**src/rtl/normalize_sub_pkg.sv**
```systemverilog
// Shared FP ALU definitions: widths, FSM encoding, exponent floor.
// Used by the alignment shifter and the subtract-path normaliser.
package normalize_sub_pkg;

  localparam int MANT_W_DEF = 24;
  localparam int EXP_W_DEF  = 8;
  localparam int CNT_W_DEF  = 5;
  localparam int EXP_MIN    = 1;

  typedef enum logic [1:0] {
    IDLE  = 2'd0,
    SHIFT = 2'd1,
    DONE  = 2'd2
  } norm_state_e;

endpackage

```
**src/rtl/normalize_sub.sv**
```systemverilog
// Sequential left-shift normaliser for the FP subtract path.
// One bit per clock until MSB set, mantissa zero, or exponent floor.
module normalize_sub
  import normalize_sub_pkg::*;
#(
  parameter int MANT_W = MANT_W_DEF,
  parameter int EXP_W  = EXP_W_DEF,
  parameter int CNT_W  = CNT_W_DEF
) (
  input  logic              clk,
  input  logic              reset,
  input  logic              load,
  input  logic [MANT_W-1:0] m_in,
  input  logic [EXP_W-1:0]  e_in,
  output logic [MANT_W-1:0] m_out,
  output logic [EXP_W-1:0]  e_out,
  output logic [CNT_W-1:0]  shamt,
  output logic              busy,
  output logic              done,
  output logic              zero,
  output logic              underflow
);

  norm_state_e       state_q, state_d;
  logic [MANT_W-1:0] m_q, m_d;
  logic [EXP_W-1:0]  e_q, e_d;
  logic [CNT_W-1:0]  sh_q, sh_d;
  logic              zero_q, zero_d;
  logic              uf_q, uf_d;

  always_comb begin
    state_d = state_q;
    m_d     = m_q;
    e_d     = e_q;
    sh_d    = sh_q;
    zero_d  = zero_q;
    uf_d    = uf_q;
    unique case (state_q)
      IDLE: begin
        if (load) begin
          m_d     = m_in;
          e_d     = e_in;
          sh_d    = '0;
          zero_d  = 1'b0;
          uf_d    = 1'b0;
          state_d = SHIFT;
        end
      end
      SHIFT: begin
        // zero and normalised checks outrank the exponent floor
        if (m_q == '0) begin
          e_d     = '0;
          zero_d  = 1'b1;
          state_d = DONE;
        end else if (m_q[MANT_W-1]) begin
          state_d = DONE;
        end else if (e_q <= EXP_W'(EXP_MIN)) begin
          uf_d    = 1'b1;
          state_d = DONE;
        end else begin
          m_d  = {m_q[MANT_W-2:0], 1'b0};
          e_d  = e_q - EXP_W'(1);
          sh_d = sh_q + CNT_W'(1);
        end
      end
      DONE:    state_d = IDLE;
      default: state_d = IDLE;
    endcase
  end

  always_ff @(posedge clk or negedge reset) begin
    if (!reset) begin
      state_q <= IDLE;
      m_q     <= '0;
      e_q     <= '0;
      sh_q    <= '0;
      zero_q  <= 1'b0;
      uf_q    <= 1'b0;
    end else begin
      state_q <= state_d;
      m_q     <= m_d;
      e_q     <= e_d;
      sh_q    <= sh_d;
      zero_q  <= zero_d;
      uf_q    <= uf_d;
    end
  end

  assign m_out     = m_q;
  assign e_out     = e_q;
  assign shamt     = sh_q;
  assign zero      = zero_q;
  assign underflow = uf_q;
  assign busy      = (state_q == SHIFT);
  assign done      = (state_q == DONE);

endmodule

```
**config.mk**
```make
export PLATFORM = sky130hd
export DESIGN_NAME = normalize_sub
export DESIGN_NICKNAME = d
export VERILOG_FILES = /design/src/rtl/normalize_sub_pkg.sv /design/src/rtl/normalize_sub.sv
export SDC_FILE = /design/constraint.sdc
export NUM_CORES = 1
export LEC_CHECK = 0
export BUFFER_PORTS_ARGS = -buffer_cell sky130_fd_sc_hd__clkbuf_2
export CAP_MARGIN = 15
export CORE_MARGIN = 2
export CORE_UTILIZATION = 35
export DETAILED_ROUTE_END_ITERATION = 12
export GPL_TIMING_DRIVEN = 0
export PLACE_DENSITY = 0.56
export SETUP_SLACK_MARGIN = 0.15
export SLEW_MARGIN = 20
export SYNTH_ARGS = -nofsm -noshare
export SYNTH_HDL_FRONTEND = slang
export SYNTH_SLANG_ARGS = --single-unit
```
**constraint.sdc**
```tcl
create_clock -name clk -period 2.55 [get_ports clk]
set_clock_uncertainty 0.05 [all_clocks]
set_input_delay 0.255 -clock clk [delete_from_list [all_inputs] [get_ports clk]]
set_output_delay 0.255 -clock clk [all_outputs]
set_load 0.02 [all_outputs]
```
==> results of run 1 <==
Yosys cell counts, drive strengths merged (2+ instances only):
library cell   n
a21oi          6
a22o           6
a31oi          2
and2           3
buf            4
clkbuf         9
dfrtp         41
ha             3
inv           10
mux2          24
nand2         58
nand2b         2
nand3          2
nor2          14
nor3           2
nor4           8
o211ai         3
o21ai         28
o22a           4
o311ai         2
o41ai          4
xnor2          2
sequential cells by signal, summed over array words and instances, names as in the netlist:
signal	cells
m_out	24
e_out	8
zero	1
shamt	5
underflow	1
state_q	2
layer usage:
layer	track usage, %	routed length (um)
met1	25.03	3159
met2	29.08	3139
met3	4.265	375
met4	3.977	38
met5	0	0
what timing repair did:
item | in CTS | in global routing
setup endpoints to repair | 24 | 26
endpoints found under the hold margin | 0 | 0
pin swaps | 1 | 2
setup buffers | 1 | 2
gates resized for setup | 2 | 12
worst paths after layout:
kind                       slack, ns         to  startpoint
max                             0.20   e_out[4]    e_out[3]
min                             0.05   shamt[4]       reset
max reg2reg                     0.20   e_out[4]    e_out[3]
min reg2reg                     0.50   e_out[6]    e_out[6]
max in group asynchronous       1.81  m_out[12]       reset
min in group clk                0.23   e_out[4]     e_in[4]
per-stage QoR:
stage / utilization, % / std cells
2_1_floorplan: - / 255
3_3_place_gp: 43.09 / 410
3_5_place_dp: 43.09 / 410
4_1_cts: 45.29 / 419
5_1_grt: 46.03 / 421
6_report: 46.03 / 421
cell type report:
class | count | share of cell area, %
Multi-Input combinational cell | 191 | 42.23
Buffer | 13 | 2.549
Inverter | 10 | 1.214
Timing Repair Buffer | 78 | 13.27
Tap cell | 80 | 3.236
Clock inverter | 3 | 2.104
Sequential cell | 41 | 33.17
Clock buffer | 5 | 2.225
power breakdown:
part           total, mW  internal (mW)  leakage, nW  switching (mW)
registers           1.28          0.937        0.513           0.341
clock network      0.630          0.389       0.0681           0.241
logic               2.50           1.09        0.926            1.41
total               4.41           2.42         1.51            1.99
cells by family after synthesis:
family                   after synthesis  synth area share [%]
AND/OR/NAND/NOR                       95                 17.48
flip-flops                            41                 42.53
adder cells (fa/ha/maj)                3                 1.556
buffers and inverters                 23                 4.305
multiplexers                          25                 14.42
XOR/XNOR                               2                0.7263
AO/OA/AOI/OAI                         66                 18.98
==> flow_metrics.tcl, run 1 <==
set metrics [dict create \
    vias 2218 \
    core-area_um2 6719 \
    hold_path_class "in2async" \
    yosys.area.top_type "dfrtp_1" \
    die_w_um 87.02 \
    htreeDepth 2 \
    totalWireLength_mm 6.712 \
    cts-root-buf "clkbuf_8" \
    grt_overflow 0 \
    layout_commonest_cell "clkbuf_2" \
    crit_slowest_cell "o41ai_4" \
    grt_max_degree 42 \
    grtUsageTotal_pct 18.16 \
    fillers 682 \
    syn_inst 255 \
    nets 378 \
    drtIter0Drc 109 \
    synth_edf_count 0 \
    avgSynthCellArea_um2 9.460 \
    finalCriticalPeriod_ns 2.353 \
    cts_hold_buf 0 \
    io_buffers 75 \
    yosysTopAreaCellShare_pct 42.53 \
    layout_common_cells "77 x clkbuf_2, 58 x nand2_1, 41 x dfrtp_1, 27 x o21ai_0, 18 x mux2_4" \
    cp.arrival_ns 2.48 \
    antenna_found_initial 0 \
    min_period_over_period_pct 92.29 \
    startpoint_type "flop" \
    cts_tree "built" \
    num_rows 30 \
    post-place-ws_ns -0.03415 \
    crit_required_ns 2.68 \
    start_util_pct 35.90 \
    path_cells "or3_1 -> o41ai_4 -> buf_6 -> clkbuf_4 -> o211ai_1 -> a21oi_1 -> o22ai_1" \
    num_antenna_cells 0 \
    clock-sinks 41 \
    hold_viol 0 \
    synth-seq-cells 41 \
    leakage_nw 1.507 \
    fin_area_um2 3093 \
    vias_per_cell 5.268 \
    tns_ns 0 \
    antenna_left 0 \
    crit_cells 7 \
    cpLargestDelayFamily "compound AO/OA/AOI/OAI gates" \
    status "finished, final reports clean" \
    layout-drive-gt1-share_pct 36.07 \
    power.ir.vdd_worst_uv 601.9 \
    clkTransAtPathRegs_ns 0.09 \
    report.final.slew_viol_count 0 \
    cpPeakStageDelay_ns 0.49 \
    first_pass_iters 4 \
    wire_per_inst_um 15.94 \
    whs_ns 0.05131 \
    rsz0062_at_grt "true" \
    setup_viol 0 \
    power_density_nw_per_um2 1427 \
    multiInputGateArea_um2 1306 \
    yosysWarnings 0 \
    synth_nets 293 \
    dieArea_um2 7572 \
    yosysUniqueCellTypes 46 \
    syn2layout_area_growth_pct 28.22 \
    layout_setup_ws_ns 0.1967 \
    power_mw 4.413 \
    drv_cap 0 \
    max_freq_ghz 0.4249 \
    end_kind "flop" \
    worst_pin_slew_ns 0.9444 \
    numCtsBuffers 5 \
    placed_area_um2 2895 \
    grt_pass1_wl_mm 10.87 \
    grt_pass1_vias 2216 \
    cts.path.max_buffers 2 \
    insertion_delay_ns 0.29 \
    die_y_um 87.02 \
    crit_type "reg2reg" \
    boundaryPins 76 \
    place_congestion 0.8345 \
    seq_area_um2 1026 \
    ff2ff_path_depth 7 \
    ys_dominant_reg_cell "dfrtp_1" \
    relSlewSlack_pct 37.04 \
    ys_async_sr_fraction_pct 100.0 \
    yosysSeqAreaShare_pct 42.53 \
    hpwl_mm 4.861 \
    crit_fanout 10 \
    syn_area_um2 2412 \
    drc 0 \
    yosys-top-cells-area "dfrtp_1 43%, mux2_4 11%, nand2_1 9.0%" \
    critPathBufInv 2 \
]
No activity file was read; power rests on OpenSTA's default activity.
==> inputs of run 2 (changes only) <==
--- a/config.mk
+++ b/config.mk
@@ -11,7 +11,7 @@
 export CORE_UTILIZATION = 35
 export DETAILED_ROUTE_END_ITERATION = 12
 export GPL_TIMING_DRIVEN = 0
-export PLACE_DENSITY = 0.56
+export PLACE_DENSITY = 0.59
 export SETUP_SLACK_MARGIN = 0.15
 export SLEW_MARGIN = 20
 export SYNTH_ARGS = -nofsm -noshare
==> run 2 against run 1 <==
Effect of this change:
- die area unchanged
- sequential share of layout area increased by 0.54 points
- wire length decreased by 2.9%
- combinational power hardly changed
- via count is 0.63% higher
- core utilization down 0.63 points
- worst setup slack better by 0.034 ns
- maximum frequency increased by 1.5%
- sequential cell count did not move
- worst hold slack worse by 0.021 ns
- highest routed layer unchanged
==> flow_metrics.tcl, run 2 (synthesis gave the netlist of run 1 again) <==
set metrics [dict create \
    status "finished, final reports clean" \
    power.ir.vdd_worst_uv 518.1 \
    power_mw 4.218 \
    drv_cap 0 \
    fillers 681 \
    cts-root-buf "clkbuf_8" \
    crit_required_ns 2.68 \
    die_y_um 87.02 \
    worst_pin_slew_ns 0.8978 \
    htreeDepth 2 \
    reg2reg_slack_ns 0.23 \
    first_pass_iters 4 \
    grtUsageTotal_pct 17.66 \
    core-area_um2 6719 \
    numCtsBuffers 5 \
    leakage_nw 1.475 \
    final-instance-count-excl-fill 421 \
    nets 378 \
    grt_pass1_wl_mm 10.40 \
    placedCellCount 410 \
    place_congestion 0.8711 \
    cts.path.max_buffers 2 \
    io_buffers 75 \
    whs_ns 0.03008 \
    relSlewSlack_pct 40.14 \
    cpLargestDelayFamily "simple AND/OR/NAND/NOR gates" \
    drtIter0Drc 154 \
    grt_overflow 0 \
    vias_per_cell 5.302 \
    crit_fanout 10 \
    hpwl_mm 4.745 \
    layout_common_cells "75 x clkbuf_2, 58 x nand2_1, 39 x dfrtp_1, 27 x o21ai_0, 18 x mux2_4" \
    vias 2232 \
    max_freq_ghz 0.4311 \
    crit_slowest_cell "dfrtp_1" \
    start_util_pct 35.90 \
    layout_commonest_cell "clkbuf_2" \
    dieArea_um2 7572 \
    boundaryPins 76 \
    layout-drive-gt1-share_pct 36.95 \
    largest_reg_flops 24 \
    hold_path_class "in2async" \
    path_cells "or3_4 -> o41ai_4 -> buf_4 -> a211oi_4 -> nor2_4 -> inv_2 -> buf_6 -> mux2_4" \
    report.final.slew_viol_count 0 \
    die_w_um 87.02 \
    totalWireLength_mm 6.518 \
    clkTransAtPathRegs_ns 0.08 \
    cp.arrival_ns 2.45 \
    rsz0062_at_grt "true" \
    post-place-ws_ns -0.03548 \
    cpPeakStageDelay_ns 0.44 \
    layout_setup_ws_ns 0.2306 \
    cts_hold_buf 0 \
    min_period_over_period_pct 90.96 \
    power_density_nw_per_um2 1383 \
    startpoint_type "flop" \
    syn2layout_area_growth_pct 26.45 \
    clock-sinks 41 \
    antenna_left 0 \
    r2r-start "e_out[3]" \
    cts_tree "built" \
    grt_max_degree 42 \
    r2r_end "m_out[15]" \
    insertion_delay_ns 0.29 \
    finalCriticalPeriod_ns 2.319 \
    drc 0 \
    antenna_found_initial 0 \
    grt_pass1_vias 2043 \
    placed_area_um2 2895 \
    hold_viol 0 \
    wire_per_inst_um 15.48 \
    setup_viol 0 \
    critPathBufInv 3 \
    num_rows 30 \
    fin_area_um2 3050 \
    end_kind "flop" \
    ff2ff_path_depth 8 \
    crit_type "reg2reg" \
    num_antenna_cells 0 \
]
==> run 2: cell count changes in the layout (fill, tap and decap cells not counted), sizes merged <==
| cell | before | now |
|---|---|---|
| buf | 7 | 9 |
| bufinv | 2 | 0 |
| clkbuf | 89 | 87 |
| clkinv | 1 | 2 |
| clkinvlp | 0 | 1 |
==> run 2: per-stage QoR <==
stage / util (%) / TNS, ns
2_1_floorplan: - / 0
3_3_place_gp: 43.09 / -0.2311
3_5_place_dp: 43.09 / -0.5253
4_1_cts: 44.58 / 0
5_1_grt: 45.40 / 0
6_report: 45.40 / 0
==> run 2: timing repair <==
item                       in CTS  in global routing
buffers inserted                1                  3
setup endpoints to repair      24                 27
gates resized for setup         2                 12
pin swaps                       1                  2
==> run 2: layer usage <==
metal | GRT usage [%] | up-vias | share of wire (%)
met1 | 24.81 | 1050 | 47
met4 | 6.108 | 0 | 1.8
met5 | 0 | - | 0
met3 | 3.128 | 10 | 6.0
met2 | 27.34 | 85 | 45
li1 | - | 1087 | -
==> run 2: layout make-up <==
type,instances,area (um2),share of cell area (%)
tap,80,100.1,3.281
inverter,10,37.54,1.231
sequential,41,1028,33.72
buffer,12,70.07,2.297
clock inverter,3,17.52,0.5742
multi-input combinational,191,1323,43.36
timing repair buffer,79,405.4,13.29
clock buffer,5,68.82,2.256
==> run 2: worst max-delay path by stage <==
stage,endpoint,startpoint,slack (ns),depth (start not counted)
3_5_place_dp,m_out[16],e_out[0],-0.04,9
6_report,m_out[15],e_out[3],0.23,8
4_1_cts,m_out[16],e_out[0],0.17,9
2_1_floorplan,m_out[15],e_out[0],0.19,9
3_3_place_gp,m_out[15],e_out[0],-0.02,9
5_1_grt,e_out[4],state_q[0],0.13,7
==> run 2: report_power, final <==
group	internal [mW]	leakage, nW	switching, mW	total [mW]
logic	1.09	0.921	1.42	2.51
registers	0.941	0.511	0.345	1.29
clock network	0.189	0.0439	0.233	0.422
total	2.22	1.48	2.00	4.22
==> inputs of run 3 (changes only) <==
--- a/config.mk
+++ b/config.mk
@@ -5,11 +5,14 @@
 export SDC_FILE = /design/constraint.sdc
 export NUM_CORES = 1
 export LEC_CHECK = 0
+export ABC_AREA = 1
+export ABC_CLOCK_PERIOD_IN_PS = 2550
 export BUFFER_PORTS_ARGS = -buffer_cell sky130_fd_sc_hd__clkbuf_2
 export CAP_MARGIN = 15
 export CORE_MARGIN = 2
 export CORE_UTILIZATION = 35
 export DETAILED_ROUTE_END_ITERATION = 12
+export GPL_ROUTABILITY_DRIVEN = 0
 export GPL_TIMING_DRIVEN = 0
 export PLACE_DENSITY = 0.59
 export SETUP_SLACK_MARGIN = 0.15
==> run 3 against run 2 <==
Effect of this change:
- clock power fell by 2%
- non-clock buffer count fell by 2
- sequential share of layout area rose by 0.77 points
- critical path type is now reg2out
==> flow_metrics.tcl, run 3 <==
set metrics [dict create \
    start_util_pct 35.78 \
    grt_max_degree 42 \
    path_cells "inv_2 -> nand2_4 -> inv_4 -> clkbuf_1 -> clkbuf_2" \
    layout-drive-gt1-share_pct 24.14 \
    crit_slowest_cell "dfrtp_1" \
    power_density_nw_per_um2 1395 \
    crit_type "reg2out" \
    layout_common_cells "184 x nand2_1, 74 x clkbuf_2, 41 x dfrtp_1, 39 x nand3_1, 25 x nor2_1" \
    startpoint_type "flop" \
    leakage_nw 1.742 \
    htreeDepth 2 \
    end_kind "output port" \
    cts_hold_buf 0 \
    yosysUniqueCellTypes 29 \
    report.final.slew_viol_count 0 \
    relSlewSlack_pct 38.46 \
    largest_reg_flops 24 \
    cts_tree "built" \
    power_mw 4.151 \
    syn_area_um2 2417 \
    layout_commonest_cell "nand2_1" \
    syn_inst 352 \
    vias 2460 \
    grt_pass1_wl_mm 10.78 \
    yosysSeqAreaShare_pct 42.44 \
    setup_viol 0 \
    cpPeakStageDelay_ns 0.41 \
    yosys.cell_count.top_type "nand2_1" \
    drtIter0Drc 106 \
    worst_pin_slew_ns 0.9231 \
    layout_setup_ws_ns 0.5698 \
    rsz0062_at_grt "false" \
    num_antenna_cells 0 \
    core-area_um2 6756 \
    syn2layout_area_growth_pct 23.08 \
    yosys-top-cells-area "dfrtp_1 42%, nand2_1 29%, nand3_1 8.1%" \
    power.ir.vdd_worst_uv 464.6 \
    post-place-ws_ns 0.6357 \
    placedCellCount 507 \
    synth-seq-cells 41 \
    ys_dominant_reg_cell "dfrtp_1" \
    drv_cap 0 \
    status "finished, final reports clean" \
    antenna_left 0 \
    max_freq_ghz 0.5050 \
    hpwl_mm 4.619 \
    hold_viol 0 \
    finalCriticalPeriod_ns 1.980 \
    synth_edf_count 0 \
    yosys.area.top_type "dfrtp_1" \
    drc 0 \
    crit_required_ns 2.25 \
    fin_area_um2 2975 \
    io_buffers 75 \
    hold_path_class "in2async" \
    grtUsageTotal_pct 18.13 \
    grt_overflow 0 \
    cts.path.max_buffers 2 \
    grt_pass1_vias 2328 \
    final-instance-count-excl-fill 515 \
    placed_area_um2 2893 \
    num_rows 30 \
    clkTransAtPathRegs_ns 0.08 \
    synth_nets 390 \
    tns_ns 0 \
    cts_resized 0 \
    cts_setup_buffers 0 \
    crit_fanout 10 \
    avgSynthCellArea_um2 6.867 \
    cp.arrival_ns 1.68 \
    die_w_um 87.11 \
    numCtsBuffers 5 \
    boundaryPins 76 \
    cts-root-buf "clkbuf_8" \
    antenna_found_initial 0 \
    nets 472 \
    totalWireLength_mm 6.306 \
    min_period_over_period_pct 77.65 \
    yosysWarnings 0 \
    ff2ff_path_depth 10 \
    first_pass_iters 4 \
    yosysTopAreaCellShare_pct 42.44 \
    wire_per_inst_um 12.24 \
    die_y_um 87.11 \
    dieArea_um2 7587 \
    clock-sinks 41 \
    vias_per_cell 4.777 \
    synth_common_cells "184 x nand2_1, 41 x dfrtp_1, 39 x nand3_1" \
    insertion_delay_ns 0.29 \
    ys_async_sr_fraction_pct 100.0 \
]
-- run 3: changes by cell type after synthesis, sizes merged, moves of 4 or more --
| cell | change |
|---|---|
| a21oi | -5 |
| o22a | -4 |
| nor2 | +14 |
| a22o | -6 |
| nand3 | +37 |
| inv | +5 |
| clkbuf | -5 |
| o41ai | -4 |
| nand2 | +129 |
| mux2 | -24 |
| buf | +6 |
| nor4 | -8 |
| o21ai | -20 |
-- run 3: final timing paths --
| check | from | to | slack, ns |
|---|---|---|---|
| max in group asynchronous | reset | e_out[5] | 1.82 |
| worst min register to register | zero | zero | 0.47 |
| worst max-delay path | state_q[1] | busy | 0.57 |
| worst max register to register | e_out[0] | m_out[21] | 0.59 |
| worst min-delay path | reset | e_out[3] | 0.03 |
| min in group clk | m_in[0] | m_out[0] | 0.11 |
-- run 3: layer usage --
layer / routed length [um] / vias to the layer above / global-route usage (%)
met4: 106 / 0 / 6.573
li1: - / 1265 / -
met2: 2798 / 70 / 28.80
met5: 0 / - / 0
met3: 376 / 13 / 3.507
met1: 3025 / 1112 / 24.67
-- run 3: critical path, delay by kind of cell, from the launching register on --
kind	cells	cell delay, ns
AND/OR/NAND/NOR	1	0.09
flip-flops	1	0.41
buffers and inverters	4	0.88
-- run 3: area by class of cell --
cell class / count / area [um2]
fill: 734 / 3781
multi-input combinational: 282 / 1247
sequential: 41 / 1026
timing repair buffer: 75 / 375.4
tap: 80 / 100.1
buffer: 14 / 82.58
clock buffer: 6 / 72.57
inverter: 15 / 61.31
clock inverter: 2 / 10.01
-- run 3: logic make-up after synthesis --
group           Yosys count  share of synthesized area, %
compound gates           10                         2.277
buf+inv                  29                         5.952
xor+xnor                  5                         1.812
fa+ha+maj                 3                         1.553
flops                    41                         42.44
simple gates            264                         45.96
-- run 3: where the power goes --
group          internal, mW  switching (mW)
Sequential            0.936           0.334
Combinational         0.845            1.62
Clock                 0.190           0.223
Total                  1.97            2.18
-- run 3: metrics by stage --
step,hold slack (ns),util (%)
after floorplan,-0.09059,-
after global placement,0.4121,42.81
after detailed placement,0.4212,42.81
after CTS,0.1036,44.04
after global routing,0.1108,44.04
final,0.03229,44.04
